--- src/rtl/instr_encode_loader.sv ---
// RV32I encoder/loader: encodes field tuples and writes them to instruction memory.
// Optional running XOR checksum output when INSTR_LOAD_CHECKSUM_EN is defined.
module instr_encode_loader #(
    parameter int ADDR_W = 10,
    parameter int CNT_W  = 9
) (
    input  logic              clk,
    input  logic              rst_n,
    input  logic              start,
    input  logic [ADDR_W-1:0] base_addr,
    input  logic [CNT_W-1:0]  num_instr,
    input  logic              in_valid,
    output logic              in_ready,
    input  logic [1:0]        in_class,
    input  logic [4:0]        in_rd,
    input  logic [4:0]        in_rs1,
    input  logic [4:0]        in_rs2,
    input  logic [2:0]        in_funct3,
    input  logic [6:0]        in_funct7,
    input  logic [31:0]       in_imm,
    output logic              mem_we,
    output logic [ADDR_W-1:0] mem_addr,
    output logic [31:0]       mem_wdata,
    output logic              busy,
    output logic              done,
    output logic              err,
    output logic [CNT_W-1:0]  err_count
`ifdef INSTR_LOAD_CHECKSUM_EN
    ,
    output logic [31:0]       chk
`endif
);

    typedef enum logic [1:0] {
        S_IDLE,
        S_LOAD,
        S_FLUSH,
        S_DONE
    } state_t;

    localparam logic [6:0] OP_R    = 7'b0110011;
    localparam logic [6:0] OP_IALU = 7'b0010011;
    localparam logic [6:0] OP_LW   = 7'b0000011;
    localparam logic [6:0] OP_SW   = 7'b0100011;
    localparam logic [31:0] NOP    = 32'h0000_0013;

    state_t state;
    state_t state_nx;

    logic              go;
    logic              accept;
    logic [CNT_W-1:0]  remaining;
    logic [ADDR_W-1:0] wr_ptr;
    logic [31:0]       enc_word;
    logic              enc_err;
    logic              imm_ok;

    // Control FSM: start is only honoured when no session is in flight.
    always_comb begin
        state_nx = state;
        in_ready = 1'b0;
        busy     = 1'b0;
        done     = 1'b0;
        go       = 1'b0;
        accept   = 1'b0;
        unique case (state)
            S_IDLE: begin
                if (start) begin
                    go       = 1'b1;
                    state_nx = (num_instr == '0) ? S_DONE : S_LOAD;
                end
            end
            S_LOAD: begin
                in_ready = 1'b1;
                busy     = 1'b1;
                accept   = in_valid;
                if (in_valid && remaining == CNT_W'(1)) begin
                    state_nx = S_FLUSH;
                end
            end
            S_FLUSH: begin
                busy     = 1'b1;
                state_nx = S_DONE;
            end
            S_DONE: begin
                done = 1'b1;
                if (start) begin
                    go       = 1'b1;
                    state_nx = (num_instr == '0) ? S_DONE : S_LOAD;
                end
            end
            default: state_nx = S_IDLE;
        endcase
    end

    // Immediate fits in 12 signed bits when bits [31:11] are all equal.
    always_comb begin
        imm_ok   = (&in_imm[31:11]) | ~(|in_imm[31:11]);
        enc_word = NOP;
        enc_err  = 1'b0;
        unique case (in_class)
            2'b00: begin
                enc_word = {in_funct7, in_rs2, in_rs1, in_funct3, in_rd, OP_R};
            end
            2'b01: begin
                if (imm_ok) begin
                    enc_word = {in_imm[11:0], in_rs1, in_funct3, in_rd, OP_IALU};
                end else begin
                    enc_err = 1'b1;
                end
            end
            2'b10: begin
                if (imm_ok) begin
                    enc_word = {in_imm[11:0], in_rs1, 3'b010, in_rd, OP_LW};
                end else begin
                    enc_err = 1'b1;
                end
            end
            2'b11: begin
                if (imm_ok) begin
                    enc_word = {in_imm[11:5], in_rs2, in_rs1, 3'b010,
                                in_imm[4:0], OP_SW};
                end else begin
                    enc_err = 1'b1;
                end
            end
            default: enc_word = NOP;
        endcase
    end

    always_ff @(posedge clk) begin
        if (!rst_n) begin
            state <= S_IDLE;
        end else begin
            state <= state_nx;
        end
    end

    // Write port is registered: one write in the cycle after each accept.
    always_ff @(posedge clk) begin
        if (!rst_n) begin
            remaining <= '0;
            wr_ptr    <= '0;
            mem_we    <= 1'b0;
            mem_addr  <= '0;
            mem_wdata <= '0;
            err       <= 1'b0;
            err_count <= '0;
        end else begin
            mem_we <= 1'b0;
            if (go) begin
                remaining <= num_instr;
                wr_ptr    <= base_addr & ~ADDR_W'(3);
                err       <= 1'b0;
                err_count <= '0;
            end
            if (accept) begin
                mem_we    <= 1'b1;
                mem_addr  <= wr_ptr;
                mem_wdata <= enc_word;
                wr_ptr    <= wr_ptr + ADDR_W'(4);
                remaining <= remaining - CNT_W'(1);
                if (enc_err) begin
                    err <= 1'b1;
                    if (err_count != '1) begin
                        err_count <= err_count + CNT_W'(1);
                    end
                end
            end
        end
    end

`ifdef INSTR_LOAD_CHECKSUM_EN
    always_ff @(posedge clk) begin
        if (!rst_n) begin
            chk <= '0;
        end else if (go) begin
            chk <= '0;
        end else if (mem_we) begin
            chk <= chk ^ mem_wdata;
        end
    end
`endif

endmodule

--- config.mk ---
export PLATFORM = sky130hd
export DESIGN_NAME = instr_encode_loader
export DESIGN_NICKNAME = d
export VERILOG_FILES = /design/src/rtl/instr_encode_loader.sv
export SDC_FILE = /design/constraint.sdc
export NUM_CORES = 1
export LEC_CHECK = 0
export CAP_MARGIN = 20
export CORE_MARGIN = 5
export CORE_UTILIZATION = 40
export CTS_CLUSTER_DIAMETER = 150
export DETAILED_ROUTE_END_ITERATION = 10
export PLACE_DENSITY = 0.76
export SYNTH_ARGS = -nofsm -noshare
export SYNTH_HDL_FRONTEND = slang
export SYNTH_SLANG_ARGS = --single-unit
export TNS_END_PERCENT = 10
--- constraint.sdc ---
create_clock -name clk -period 3.09 [get_ports clk]
set_input_delay 0.4635 -clock clk [delete_from_list [all_inputs] [get_ports clk]]
set_output_delay 0.4635 -clock clk [all_outputs]
set_load 0.005 [all_outputs]
After elaboration in Yosys (flattened, before gate mapping)
Index checks and enable logic that the tools add are counted.

word-level totals
  bits in registers = 74
  input port bits = 82
  output and inout bits = 56
  word-level logic and storage cells = 62

cells by class
  add/subtract/negate cells = 3
  equal/unequal tests = 10
  mux-type cells = 28
  bitwise operators = 2
  reduce and logical (&&, ||, !) cells = 11

operator list
  cell                                                  count
  case mux 32 bit (4 select lines)                      1
  2-to-1 mux 32 bit                                     3
  2-to-1 mux 9 bit                                      6
  AND reduction 21 bit                                  1
  OR reduction 21 bit                                   1
  2-to-1 mux 10 bit                                     2
  2-to-1 mux 1 bit                                      12
  adder 10 x 3 -> 10 bit (second input constant)        1
  adder 9 x 1 -> 9 bit (second input constant)          1
  equality test 9 x 1 -> 1 bit (second input constant)  1
  zero test 9 bit                                       1
  != test 9 bit (second input constant)                 1
  subtractor 9 x 1 -> 9 bit (second input constant)     1
  equality test 2 bit (second input constant)           4
  2-to-1 mux 2 bit                                      3
  case mux 2 bit (3 select lines)                       1
  equality test 2 x 1 -> 1 bit (second input constant)  2
  zero test 2 bit                                       2
  OR reduction 2 bit                                    2
  OR reduction 3 bit                                    1
  != test 2 x 1 -> 1 bit (second input constant)        1
  != test 2 bit (second input constant)                 1
  AND reduction 2 bit                                   1
  nonzero test 2 bit                                    1
  other kinds (3)                                       3

Depth between registers and ports, before layout
Gate-level depths: netlist of run 1.

  word-level depth = 7
  gate-level depth with buffers = 10
  gate-level depth less buffers = 9

Least setup slack after synthesis of run 1
Ideal clock, no wire load.

  path kind = in2reg
  start point = in in_imm[24]
  end point = reg err_count[7]
  setup time = 114 ps
  data arrival time = 2,193 ps
  data required time = 2,976 ps
  setup slack = 784 ps
  stages = 7
  path through = or4_1 > or4_1 > buf_6 > and2_4 > buf_6 > a41o_1 > a21o_1

on the way
  word-level cells in the longest chain between the ends = 7

RTL lines
  item                    line           text
  start: declaration      20             input logic [31:0] in_imm,
  OR reduction 21 bit     98             imm_ok = (&in_imm[31:11]) | ~(|in_imm[31:11]);
  inverter 1 bit          98
  OR 1 bit *              98
  2-to-1 mux 1 bit *      106, 113, 120
  2-to-1 mux 1 bit *      n/a
  2-to-1 mux 9 bit *      163            if (enc_err) begin
  2-to-1 mux 9 bit *      157            if (accept) begin
  end signal: assignment  166            err_count <= err_count + CNT_W'(1);
  end: declaration        27             output logic [CNT_W-1:0] err_count

Mark *: on every way between the ends. The rest lies on a longest branch, timed or not.
A chain may end at the register's enable or synchronous reset.

Final worst setup path of run 1
  start point = reg err_count[0]
  end point = reg err_count[3]

on the way
  word-level cells in the longest chain between the ends = 4

RTL lines
  item                                                          line      text
  adder 9 x 1 -> 9 bit / != test 9 bit (equally long branches)  166, 165
  2-to-1 mux 9 bit *                                            165       if (err_count != '1) begin
  2-to-1 mux 9 bit *                                            163
  2-to-1 mux 9 bit *                                            157

Marked as above.

==> run summary, run 1 <==
### Synth
- top cells by instance count after synthesis: nand2_1, dfxtp_1, o21ai_0
- share of cell area taken by muxes after synthesis: 0.310%
- Yosys warnings: 0
- total standard cell area after synthesis: 0.00323 mm2
- post-synthesis simple-gate area fraction: 23.2%
- Post-Synthesis Mean Instance Area: 8.00 um2
- count leader, synth: nand2_1
- adder and majority cell fraction of the synthesized area: 3.10%
- number of library cell types mapped by synthesis: 53
- sequential area share after synthesis: 40.9%
- post-synthesis xor/xnor area fraction: 0.542%
- proportion of synthesized flip-flops having asynchronous set or reset: 0%
- main area contributors after synthesis: dfxtp_1, nand2_1, o21ai_0
- cells after synthesis: 404
- Post-synth top flop: dfxtp_1
- biggest area consumer among synthesized cells: dfxtp_1
- number of enable flip-flop cells after synthesis: 0
- complex-gate fraction of the synthesized area: 26.0%
- synthesized flop and latch total: 66
- fraction of synthesized cell area taken by the top area cell type: 40.9%
- main combinational cell family by area after synthesis: compound AO/OA/AOI/OAI gates

### Critical path
- Critical Path Source: err_count[0]$_SDFF_PN0_
- largest driver fanout on the critical path: 11
- endpoint of the worst-slack reg-to-reg timing path: err_count[3]$_SDFF_PN0_
- Setup crit end kind: flip-flop
- crit path launch type: flip-flop
- WS Path Type: reg -> reg
- slack of the worst reg-to-reg path: 500 ps
- depth of the worst register-to-register path: 10
- data required time at the worst endpoint: 3340 ps
- Critical Path AT: 2830 ps
- reg2reg start: err_count[0]$_SDFF_PN0_
- Worst setup endpoint: err_count[3]$_SDFF_PN0_

### STA
- hold_ws: 464 ps
- RSZ-0062 raised after global routing: no
- number of endpoints with negative hold slack in the final report: 0
- transition time of the tightest slew-check pin: 524 ps
- period utilisation layout: 83.7%
- setup tns final: 0 ps
- final worst clock skew: 7.49 ps
- max-slew headroom at the worst pin: 65.0%
- maximum frequency from static timing analysis: 0.387 GHz
- total of endpoints with negative setup slack in the final report: 0
- clock period minus worst slack: 2590 ps
- count of final max-slew check failures: 0

### Status
- result of the run: completed

### CTS
- CTS H-Tree Depth: 3
- number of buffers on the longest clock path: 2
- number of buffers added for setup after CTS: 0
- Num Clock Sinks: 66
- Num CTS Buffers: 9
- post-cts sizing count: 0
- TritonCTS clock tree: done
- Clock Tree Root: clkbuf_8
- register clock-pin slew on the reported worst setup and hold paths: 70 ps
- number of hold buffers added after cts: 0
- clock latency on the worst-skew pair: 330 ps

### Floorplan
- row count: 32
- Die Wd: 99.9 um
- full die area: 0.00998 mm2
- total core area: 0.00781 mm2
- I/O pins: 138
- vertical die dimension: 99.9 um
- initial cell density of the core: 41.4%

### Power
- power per cell area: 556 mW/mm2
- Leakage Power: 1.80 nW
- maximum ir drop on the vdd rail: 0.319 mV

### Flow run
- max capacitance violation total: 0

### Detailed routing
- Avg WL per Cell: 15.4 um
- DRT antenna net count: 0
- detailed-route vias per instance: 5.42
- total via count in the routed design: 3437
- DRC marker count from the first detailed-route iteration: 94
- Total Wirelength: 9.78 mm
- detailed-router iteration count before antenna repair: 4
- count of unresolved DRC violations after routing: 0

### Place
- hpwl dp: 7.32 mm
- PortBufs: 130
- placer's final routability congestion estimate: 0.827
- area post-placement: 0.00459 mm2
- number of placed instances, taps included: 618

### Finish
- layout cells sized above 1: 5.08%
- area overhead of the layout relative to synthesis: 49.4%
- fin cells: 634
- post-layout instance area: 0.00483 mm2
- total inserted antenna cells: 0
- Final nets: 617
- number of fillers in the final layout: 686
- Layout Utilization: 61.9%

### Global route
- global route total overflow: 0
- maximum number of pins on one net before global-route repair: 43
- wire length of the first global-routing pass: 15.9 mm
- via count of the first global-routing pass: 3400
- global-route total usage across every layer: 19.7%
- number of antenna violations at the first check in global routing: 0

### Min path
- hold crit path type: reg -> reg

[final cells by class]
type | instances | area (um2) | share of cell area (%)
clock buffer | 12 | 145 | 3.01
clock inverter | 4 | 98.8 | 2.05
sequential | 66 | 1320 | 27.4
multi-input combinational | 303 | 1740 | 36.0
timing repair buffer | 139 | 1370 | 28.3
inverter | 8 | 30.0 | 0.622
tap | 102 | 128 | 2.64
[layout by cell type (no fill, tap or decap), types with 2 or more instances in the layout]
cell type / Yosys / layout
a211oi_1: 4 / 4
a21boi_0: 16 / 16
a21o_1: 2 / 2
a21oi_1: 16 / 16
a221oi_1: 4 / 4
a2bb2oi_1: 6 / 6
a311oi_1: 3 / 3
a31oi_1: 13 / 13
a32o_1: 2 / 2
and2_1: 4 / 4
and3_1: 5 / 5
buf_4: 7 / 9
bufinv_16: 0 / 3
clkbuf_1: 18 / 2
clkbuf_8: 0 / 10
clkdlybuf4s50_1: 0 / 130
conb_1: 1 / 5
dfxtp_1: 66 / 66
ha_1: 8 / 8
inv_1: 8 / 8
nand2_1: 67 / 67
nand3_1: 25 / 25
nand4_1: 7 / 7
nor2_1: 18 / 18
nor2b_1: 7 / 7
nor3_1: 8 / 8
nor4_1: 9 / 9
o211a_1: 2 / 2
o211ai_1: 5 / 5
o21ai_0: 41 / 41
o21bai_1: 2 / 2
or3_1: 2 / 2
or4_1: 2 / 2
[power breakdown]
group | internal (W) | switching, W
logic | 0.000373 | 0.000375
registers | 0.000959 | 0.0000931
clock network | 0.000561 | 0.000324
[critical path, stage by stage (launching register included)]
cell and delay [ps]:
dfxtp_1 360, ha_1 240, and3_1 210, nand3_1 130, nor2_1 70, ha_1 180
nor3_1 210, buf_4 180, nand4_1 370, or3_1 480, o211ai_1 80
[cells by family (layout without fill, tap and decap cells)]
kind of cell / count (synthesis) / after routing
AO/OA/AOI/OAI: 128 / 128
XOR/XNOR: 2 / 2
adder cells (fa/ha/maj): 8 / 8
buffers and inverters: 39 / 163
flip-flops: 66 / 66
multiplexers: 1 / 1
other: 1 / 5
AND/OR/NAND/NOR: 159 / 159
[layer usage]
| metal | track usage, % | up-vias | share of wire [%] |
|---|---|---|---|
| li1 | - | 1706 | - |
| met1 | 22.5 | 1594 | 40 |
| met2 | 32.5 | 133 | 48 |
| met3 | 10.8 | 4 | 12 |
| met4 | 4.10 | 0 | 0.61 |
| met5 | 0 | - | 0 |
[sequential cells by signal (all words and copies together) (netlist names)]
register	count
state	2
err_count	9
wr_ptr	8
err	1
mem_addr	8
remaining	9
mem_wdata	28
mem_we	1
[metrics by stage]
step / setup slack [ps] / total power (W)
3_5_place_dp: 163 / 0.00182
6_report: 503 / 0.00268
2_1_floorplan: 784 / 0.00147
3_3_place_gp: 206 / 0.00180
4_1_cts: 496 / 0.00271
5_1_grt: 315 / 0.00286
[worst min path at each step]
stage          cells past startpoint  slack [ps]                         end                       start
3_3_place_gp                       2         440  mem_wdata[26]$_SDFFE_PN0P_  mem_wdata[26]$_SDFFE_PN0P_
2_1_floorplan                      2         430  mem_wdata[13]$_SDFFE_PN0P_  mem_wdata[13]$_SDFFE_PN0P_
5_1_grt                            2         490  mem_wdata[13]$_SDFFE_PN0P_  mem_wdata[13]$_SDFFE_PN0P_
6_report                           2         460    mem_addr[4]$_SDFFE_PN0P_    mem_addr[4]$_SDFFE_PN0P_
3_5_place_dp                       2         450  mem_wdata[27]$_SDFFE_PN0P_  mem_wdata[27]$_SDFFE_PN0P_
4_1_cts                            2         460  mem_wdata[27]$_SDFFE_PN0P_  mem_wdata[27]$_SDFFE_PN0P_
Note: power is estimated with default switching activity, not from simulation.
==> run 2, diff against run 1 <==
--- a/config.mk
+++ b/config.mk
@@ -7,10 +7,10 @@
 export LEC_CHECK = 0
 export CAP_MARGIN = 20
 export CORE_MARGIN = 5
-export CORE_UTILIZATION = 40
+export CORE_UTILIZATION = 39
 export CTS_CLUSTER_DIAMETER = 150
 export DETAILED_ROUTE_END_ITERATION = 10
-export PLACE_DENSITY = 0.76
+export PLACE_DENSITY = 0.78
 export SYNTH_ARGS = -nofsm -noshare
 export SYNTH_HDL_FRONTEND = slang
 export SYNTH_SLANG_ARGS = --single-unit
==> constraint.sdc (replaced) <==
create_clock -name clk -period 2.28 [get_ports clk]
set_input_delay 0.342 -clock clk [delete_from_list [all_inputs] [get_ports clk]]
set_output_delay 0.342 -clock clk [all_outputs]
set_load 0.005 [all_outputs]
==> run 2 against run 1 <==
Via count up 2.2%. Register-to-register slack worse by 340 ps. Clock skew down 1.2 ps. Die area up 2.3%. Count of clock-buffer cells in the layout down 3. Critical path depth down 2. Wire length up 2.0%. Sequential power up 36%. Clock power up 23%. Critical endpoint is now mem_wdata[8]$_SDFFE_PN0P_.
==> run summary, run 2 (synthesis gave the netlist of run 1 again) <==
### CTS
- register clock-pin slew on the reported worst setup and hold paths: 70 ps, about the same
- Clock Tree Root: clkbuf_8
- Num CTS Buffers: 9, unchanged
- clock latency on the worst-skew pair: 340 ps, about the same
- number of buffers on the longest clock path: 2, unchanged
- TritonCTS clock tree: done
- Num Clock Sinks: 66, unchanged
- CTS H-Tree Depth: 3, unchanged
- number of hold buffers added after cts: 0, unchanged

### Min path
- number of instances on the worst hold path: 2, unchanged
- endpoint of the worst hold path: mem_wdata[13]$_SDFFE_PN0P_
- hold crit path type: reg -> reg
- hold path start: mem_wdata[13]$_SDFFE_PN0P_

### Finish
- Final nets: 640, +3.7%
- Regs by FF count: mem_wdata x28, err_count x9, remaining x9
- leading cell types in the layout, fill and taps excluded: clkdlybuf4s50_1, nand2_1, dfxtp_1
- Layout Utilization: 62.2%, +0.32 points
- Reg with most FFs: mem_wdata
- total inserted antenna cells: 0, unchanged
- most common cell after layout, fill and taps aside: clkdlybuf4s50_1
- max FFs per register: 28, unchanged
- area overhead of the layout relative to synthesis: 56.4%
- layout cells sized above 1: 10.5%, +5.4 points

### Critical path
- slowest cell on the critical path: or4_1
- buffering stage count on the worst path with inverters included: 3, +2
- endpoint of the worst-slack reg-to-reg timing path: remaining[7]$_SDFFE_PN0P_
- crit path cell chain: clkdlybuf4s50_1, or4_1, or4_4, buf_4, a21boi_2, buf_2, nand2_1, a31oi_1
- depth of the worst register-to-register path: 9, -1
- slack of the worst reg-to-reg path: 160 ps, -340 ps
- reg2reg start: state[1]$_SDFFE_PN0P_
- dominant delay contributor by cell family on the critical path: simple AND/OR/NAND/NOR gates
- critical path's largest stage delay: 520 ps, +40 ps
- data required time at the worst endpoint: 2550 ps, -790 ps
- Critical Path AT: 2440 ps, -390 ps
- largest driver fanout on the critical path: 5, -6
- Setup crit end kind: flip-flop
- crit path launch type: input port
- WS Path Type: in -> reg

### STA
- count of final max-slew check failures: 0, unchanged
- final worst clock skew: 6.28 ps, -1.22 ps
- transition time of the tightest slew-check pin: 784 ps, +260 ps
- number of endpoints with negative hold slack in the final report: 0, unchanged
- maximum frequency from static timing analysis: 0.460 GHz
- RSZ-0062 raised after global routing: yes
- max-slew headroom at the worst pin: 47.6%, -17 points
- period utilisation layout: 95.4%
- hold_ws: 448 ps, -16.5 ps
- total of endpoints with negative setup slack in the final report: 0, unchanged
- clock period minus worst slack: 2170 ps

### Power
- Leakage Power: 1.95 nW, +8.1%
- maximum ir drop on the vdd rail: 0.445 mV, +39%
- Total Power: 0.00358 W, +33%
- power per cell area: 707 mW/mm2, +27%

### Floorplan
- full die area: 0.0102 mm2, +2.3%
- initial cell density of the core: 39.7%, -1.7 points
- I/O pins: 138, unchanged
- total core area: 0.00813 mm2, +4.2%
- vertical die dimension: 101 um, +1.1%
- row count: 33, +3.1%
- Die Wd: 101 um, +1.1%

### Status
- result of the run: completed

### Detailed routing
- total via count in the routed design: 3513, +2.2%
- detailed-router iteration count before antenna repair: 5, +1
- count of unresolved DRC violations after routing: 0, unchanged
- Avg WL per Cell: 15.1 um, -2.1%
- detailed-route vias per instance: 5.32, -1.8%
- DRC marker count from the first detailed-route iteration: 124, +32%
- DRT antenna net count: 0, unchanged
- Total Wirelength: 9.97 mm, +2.0%

### Global route
- via count of the first global-routing pass: 3411, +0.32%
- maximum number of pins on one net before global-route repair: 54, +26%
- global route total overflow: 0, unchanged
- wire length of the first global-routing pass: 16.1 mm, +0.95%
- number of antenna violations at the first check in global routing: 0, unchanged
- global-route total usage across every layer: 19.3%, -0.38 points

### Place
- PortBufs: 130, unchanged
- placer's final routability congestion estimate: 0.835, +0.99%
- hpwl dp: 7.40 mm, +1.2%

### Flow run
- max capacitance violation total: 0, unchanged

run 2: cell count changes in the layout (fill, tap and decap cells not counted), moves of 2 or more:
cell             before  now
nor4_1                9    6
clkinv_2              0    2
dlymetal6s2s_1        0    4
clkinvlp_4            0    2
clkbuf_1              2    0
nor4_4                0    2
buf_4                 9   30
clkdlybuf4s50_1     130  126
run 2: final cells by class:
type / count / area, um2
clock buffer: 9 / 124
fill: 714 / 3080
clock inverter: 7 / 93.8
inverter: 8 / 30.0
timing repair buffer: 162 / 1560
sequential: 66 / 1320
tap: 105 / 131
multi-input combinational: 303 / 1800
run 2: how the worst max path moves through the flow:
stage	start	to	slack (ps)	depth (start not counted)
2_1_floorplan	err_count[0]$_SDFF_PN0_	err_count[7]$_SDFF_PN0_	20	9
3_3_place_gp	in_imm[24]	mem_wdata[20]$_SDFFE_PN0P_	-310	8
3_5_place_dp	in_imm[24]	mem_wdata[15]$_SDFFE_PN0P_	-360	8
4_1_cts	in_imm[24]	mem_wdata[15]$_SDFFE_PN0P_	60	8
5_1_grt	in_imm[11]	mem_wdata[10]$_SDFFE_PN0P_	-20	9
6_report	in_imm[24]	mem_wdata[8]$_SDFFE_PN0P_	110	8
run 2: what timing repair did:
| item | CTS | global route |
|---|---|---|
| gates cloned | 0 | 1 |
| setup buffers | 2 | 1 |
| gates resized for setup | 1 | 13 |
| endpoints found under the setup margin | 2 | 23 |
| pin swaps | 1 | 9 |
run 2: worst min-delay path, cell delays in order, from the launching register on:
cell,delay (ps)
dfxtp_1,320
nand2_1,50
nand2_1,40
run 2: metrics by stage:
stage	cell area [um2]	cells	TNS (ps)	setup slack (ps)
after global routing	5060	660	-33.9	-21.8
after floorplan	3250	408	0	22.9
after detailed placement	4740	640	-9830	-363
after CTS	4980	658	0	60.8
after global placement	4740	640	-8410	-313
final	5060	660	0	105
run 2: routing by layer:
layer  wire length, um  GRT usage, %  vias to the layer above
li1                  -             -                     1749
met1              4250          22.9                     1628
met2              4900          32.2                      118
met3               650          6.44                       18
met4               175          7.36                        0
met5                 0             0                        -
run 2: report_power, final:
group	leakage, nW	internal, W	switching [W]	total [W]
combinational	1.31	0.000538	0.000520	0.00106
sequential	0.538	0.00130	0.000127	0.00143
clock	0.105	0.000613	0.000479	0.00109
total	1.95	0.00245	0.00113	0.00358
==> run 3, diff against run 2 <==
--- a/config.mk
+++ b/config.mk
@@ -10,6 +10,7 @@
 export CORE_UTILIZATION = 39
 export CTS_CLUSTER_DIAMETER = 150
 export DETAILED_ROUTE_END_ITERATION = 10
+export GPL_TIMING_DRIVEN = 0
 export PLACE_DENSITY = 0.78
 export SYNTH_ARGS = -nofsm -noshare
 export SYNTH_HDL_FRONTEND = slang
==> run 3 against run 2 <==
Clock skew shrank 1.5 ps. Combinational power is essentially flat. Count of clock-buffer cells in the layout grew 2. Critical endpoint is now mem_wdata[10]$_SDFFE_PN0P_. Final area shrank 2.7%. The run now ends with setup timing left. Sequential share of layout area grew 0.81 points.
==> run summary, run 3 (synthesis gave the netlist of run 1 again) <==
### STA
- number of endpoints with negative hold slack in the final report: 0, unchanged
- final worst clock skew: 4.74 ps, -1.53 ps
- transition time of the tightest slew-check pin: 550 ps, -234 ps
- worst path setup slack after routing: -20.6 ps, -126 ps
- clock period minus worst slack: 2300 ps, +126 ps
- RSZ-0062 raised after global routing: yes
- max-slew headroom at the worst pin: 63.4%, +16 points
- hold_ws: 443 ps, -4.14 ps
- maximum frequency from static timing analysis: 0.435 GHz, -5.5%
- period utilisation layout: 101%, +5.5 points
- total of endpoints with negative setup slack in the final report: 2, +2
- count of final max-slew check failures: 0, unchanged

### Global route
- global-route total usage across every layer: 20.4%, +1.1 points
- global route total overflow: 0, unchanged
- met1 demand-to-capacity share in global routing: 24.7%, +1.8 points
- wire length of the first global-routing pass: 16.8 mm, +4.2%
- met3 track utilization from global routing: 7.20%, +0.76 points
- global routing usage on met2: 34.4%, +2.2 points
- number of antenna violations at the first check in global routing: 0, unchanged
- maximum number of pins on one net before global-route repair: 12, -78%
- global route hottest layer: met2
- via count of the first global-routing pass: 3449, +1.1%

### CTS
- number of buffers added for setup after CTS: 0, -2
- TritonCTS clock tree: done
- number of hold buffers added after cts: 0, unchanged
- clock latency on the worst-skew pair: 340 ps, about the same
- number of buffers on the longest clock path: 2, unchanged
- Clock Tree Root: clkbuf_8
- CTS H-Tree Depth: 3, unchanged
- Num CTS Buffers: 9, unchanged
- Num Clock Sinks: 66, unchanged
- register clock-pin slew on the reported worst setup and hold paths: 70 ps, about the same

### Detailed routing
- count of unresolved DRC violations after routing: 0, unchanged
- Total Wirelength: 10.3 mm, +3.6%
- Avg WL per Cell: 15.7 um, +4.1%
- detailed-router iteration count before antenna repair: 5, unchanged
- DRT antenna net count: 0, unchanged
- DRC marker count from the first detailed-route iteration: 188, +52%
- total via count in the routed design: 3518, +0.14%
- detailed-route vias per instance: 5.35, +0.60%

### Critical path
- crit path cell chain: clkdlybuf4s50_1, or4_1, or4_1, buf_6, a21oi_1, o21ai_0, a31oi_1
- data required time at the worst endpoint: 2550 ps, about the same
- Setup crit end kind: flip-flop
- critical path's largest stage delay: 490 ps, -30 ps
- buffering stage count on the worst path with inverters included: 2, -1
- crit path launch type: input port
- Critical Path AT: 2570 ps, +130 ps
- slowest cell on the critical path: or4_1
- largest driver fanout on the critical path: 8, +3
- dominant delay contributor by cell family on the critical path: simple AND/OR/NAND/NOR gates
- WS Path Type: in -> reg
- Top cell by count, worst path: or4_1

### Floorplan
- I/O pins: 138, unchanged
- Die Wd: 101 um, unchanged
- initial cell density of the core: 39.7%, unchanged
- vertical die dimension: 101 um, unchanged
- full die area: 0.0102 mm2, unchanged
- total core area: 0.00813 mm2, unchanged
- row count: 33, unchanged

### Status
- violated checks: setup timing
- result of the run: finished with violations

### Place
- PortBufs: 128, -1.5%
- hpwl dp: 7.98 mm, +7.8%
- area post-placement: 0.00466 mm2, -1.8%
- placer's final routability congestion estimate: 0.879, +5.3%

### Finish
- total inserted antenna cells: 0, unchanged
- Regs by FF count: mem_wdata x28, err_count x9, remaining x9
- leading cell types in the layout, fill and taps excluded: clkdlybuf4s50_1, nand2_1, dfxtp_1
- area overhead of the layout relative to synthesis: 52.1%
- Final nets: 637, -0.47%
- layout cells sized above 1: 7.43%, -3.0 points
- number of fillers in the final layout: 732, +2.5%
- most common cell after layout, fill and taps aside: clkdlybuf4s50_1
- Reg with most FFs: mem_wdata
- max FFs per register: 28, unchanged
- post-layout instance area: 0.00492 mm2, -2.7%

### Power
- maximum ir drop on the vdd rail: 0.441 mV, -0.89%
- power per cell area: 726 mW/mm2, +2.6%
- Total Power: 0.00357 W, -0.20%
- Leakage Power: 1.84 nW, -5.5%

### Flow run
- max capacitance violation total: 0, unchanged

### Min path
- hold crit path type: reg -> reg

[run 3: cell types whose count changed in the layout (fill, tap and decap cells not counted), moves of 2 or more]
cell	before	now
nor4_1	6	8
dfxtp_2	0	3
nor4_4	2	0
buf_4	30	7
buf_6	0	3
clkbuf_1	0	15
clkbuf_2	0	6
dlymetal6s2s_1	4	0
dfxtp_1	66	63
[run 3: worst min-delay path, stage by stage (launching register included)]
cell,delay [ps]
dfxtp_1,320
nand2_1,50
nand2_1,40
[run 3: path summary, 6_finish.rpt]
check	depth (start not counted)	slack, ps	endpoint	start
worst max-delay path	7	-20	mem_wdata[10]$_SDFFE_PN0P_	in_imm[23]
worst min-delay path	2	440	mem_wdata[13]$_SDFFE_PN0P_	mem_wdata[13]$_SDFFE_PN0P_
worst max register to register	9	150	err_count[7]$_SDFF_PN0_	err_count[0]$_SDFF_PN0_
worst min register to register	2	440	mem_wdata[13]$_SDFFE_PN0P_	mem_wdata[13]$_SDFFE_PN0P_
[run 3: per-layer routing]
layer | vias to the layer above | share of wire [%]
met2 | 102 | 50
met1 | 1662 | 42
met5 | - | 0
met4 | 0 | 0.71
met3 | 9 | 7.4
li1 | 1745 | -
[run 3: power by group]
part	internal, W	switching (W)
registers	0.00130	0.000127
clock network	0.000642	0.000447
logic	0.000515	0.000535
[run 3: cell type report]
type	count	area [um2]	share of cell area (%)
Multi-Input combinational cell	303	1760	35.8
Sequential cell	66	1330	26.9
Timing Repair Buffer	128	1280	26.0
Buffer	31	173	3.51
Clock buffer	11	141	2.87
Tap cell	105	131	2.67
Clock inverter	5	77.6	1.58
Inverter	8	30.0	0.611
[run 3: repair_timing]
item                                    CTS  global route
gates resized for setup                   7            11
hold endpoints to repair                  0             0
pin swaps                                 0             1
endpoints found under the setup margin   25            42
[run 3: metrics by stage]
step	instances	setup WS (ps)	setup TNS, ps	utilization [%]
finish	657	-20.6	-30.0	60.5
global route	657	-121	-1100	60.5
CTS	657	-1.36	-1.36	60.2
detailed placement	641	-390	-11490	57.3
global placement	641	-388	-9980	57.3
floorplan	408	22.9	0	-
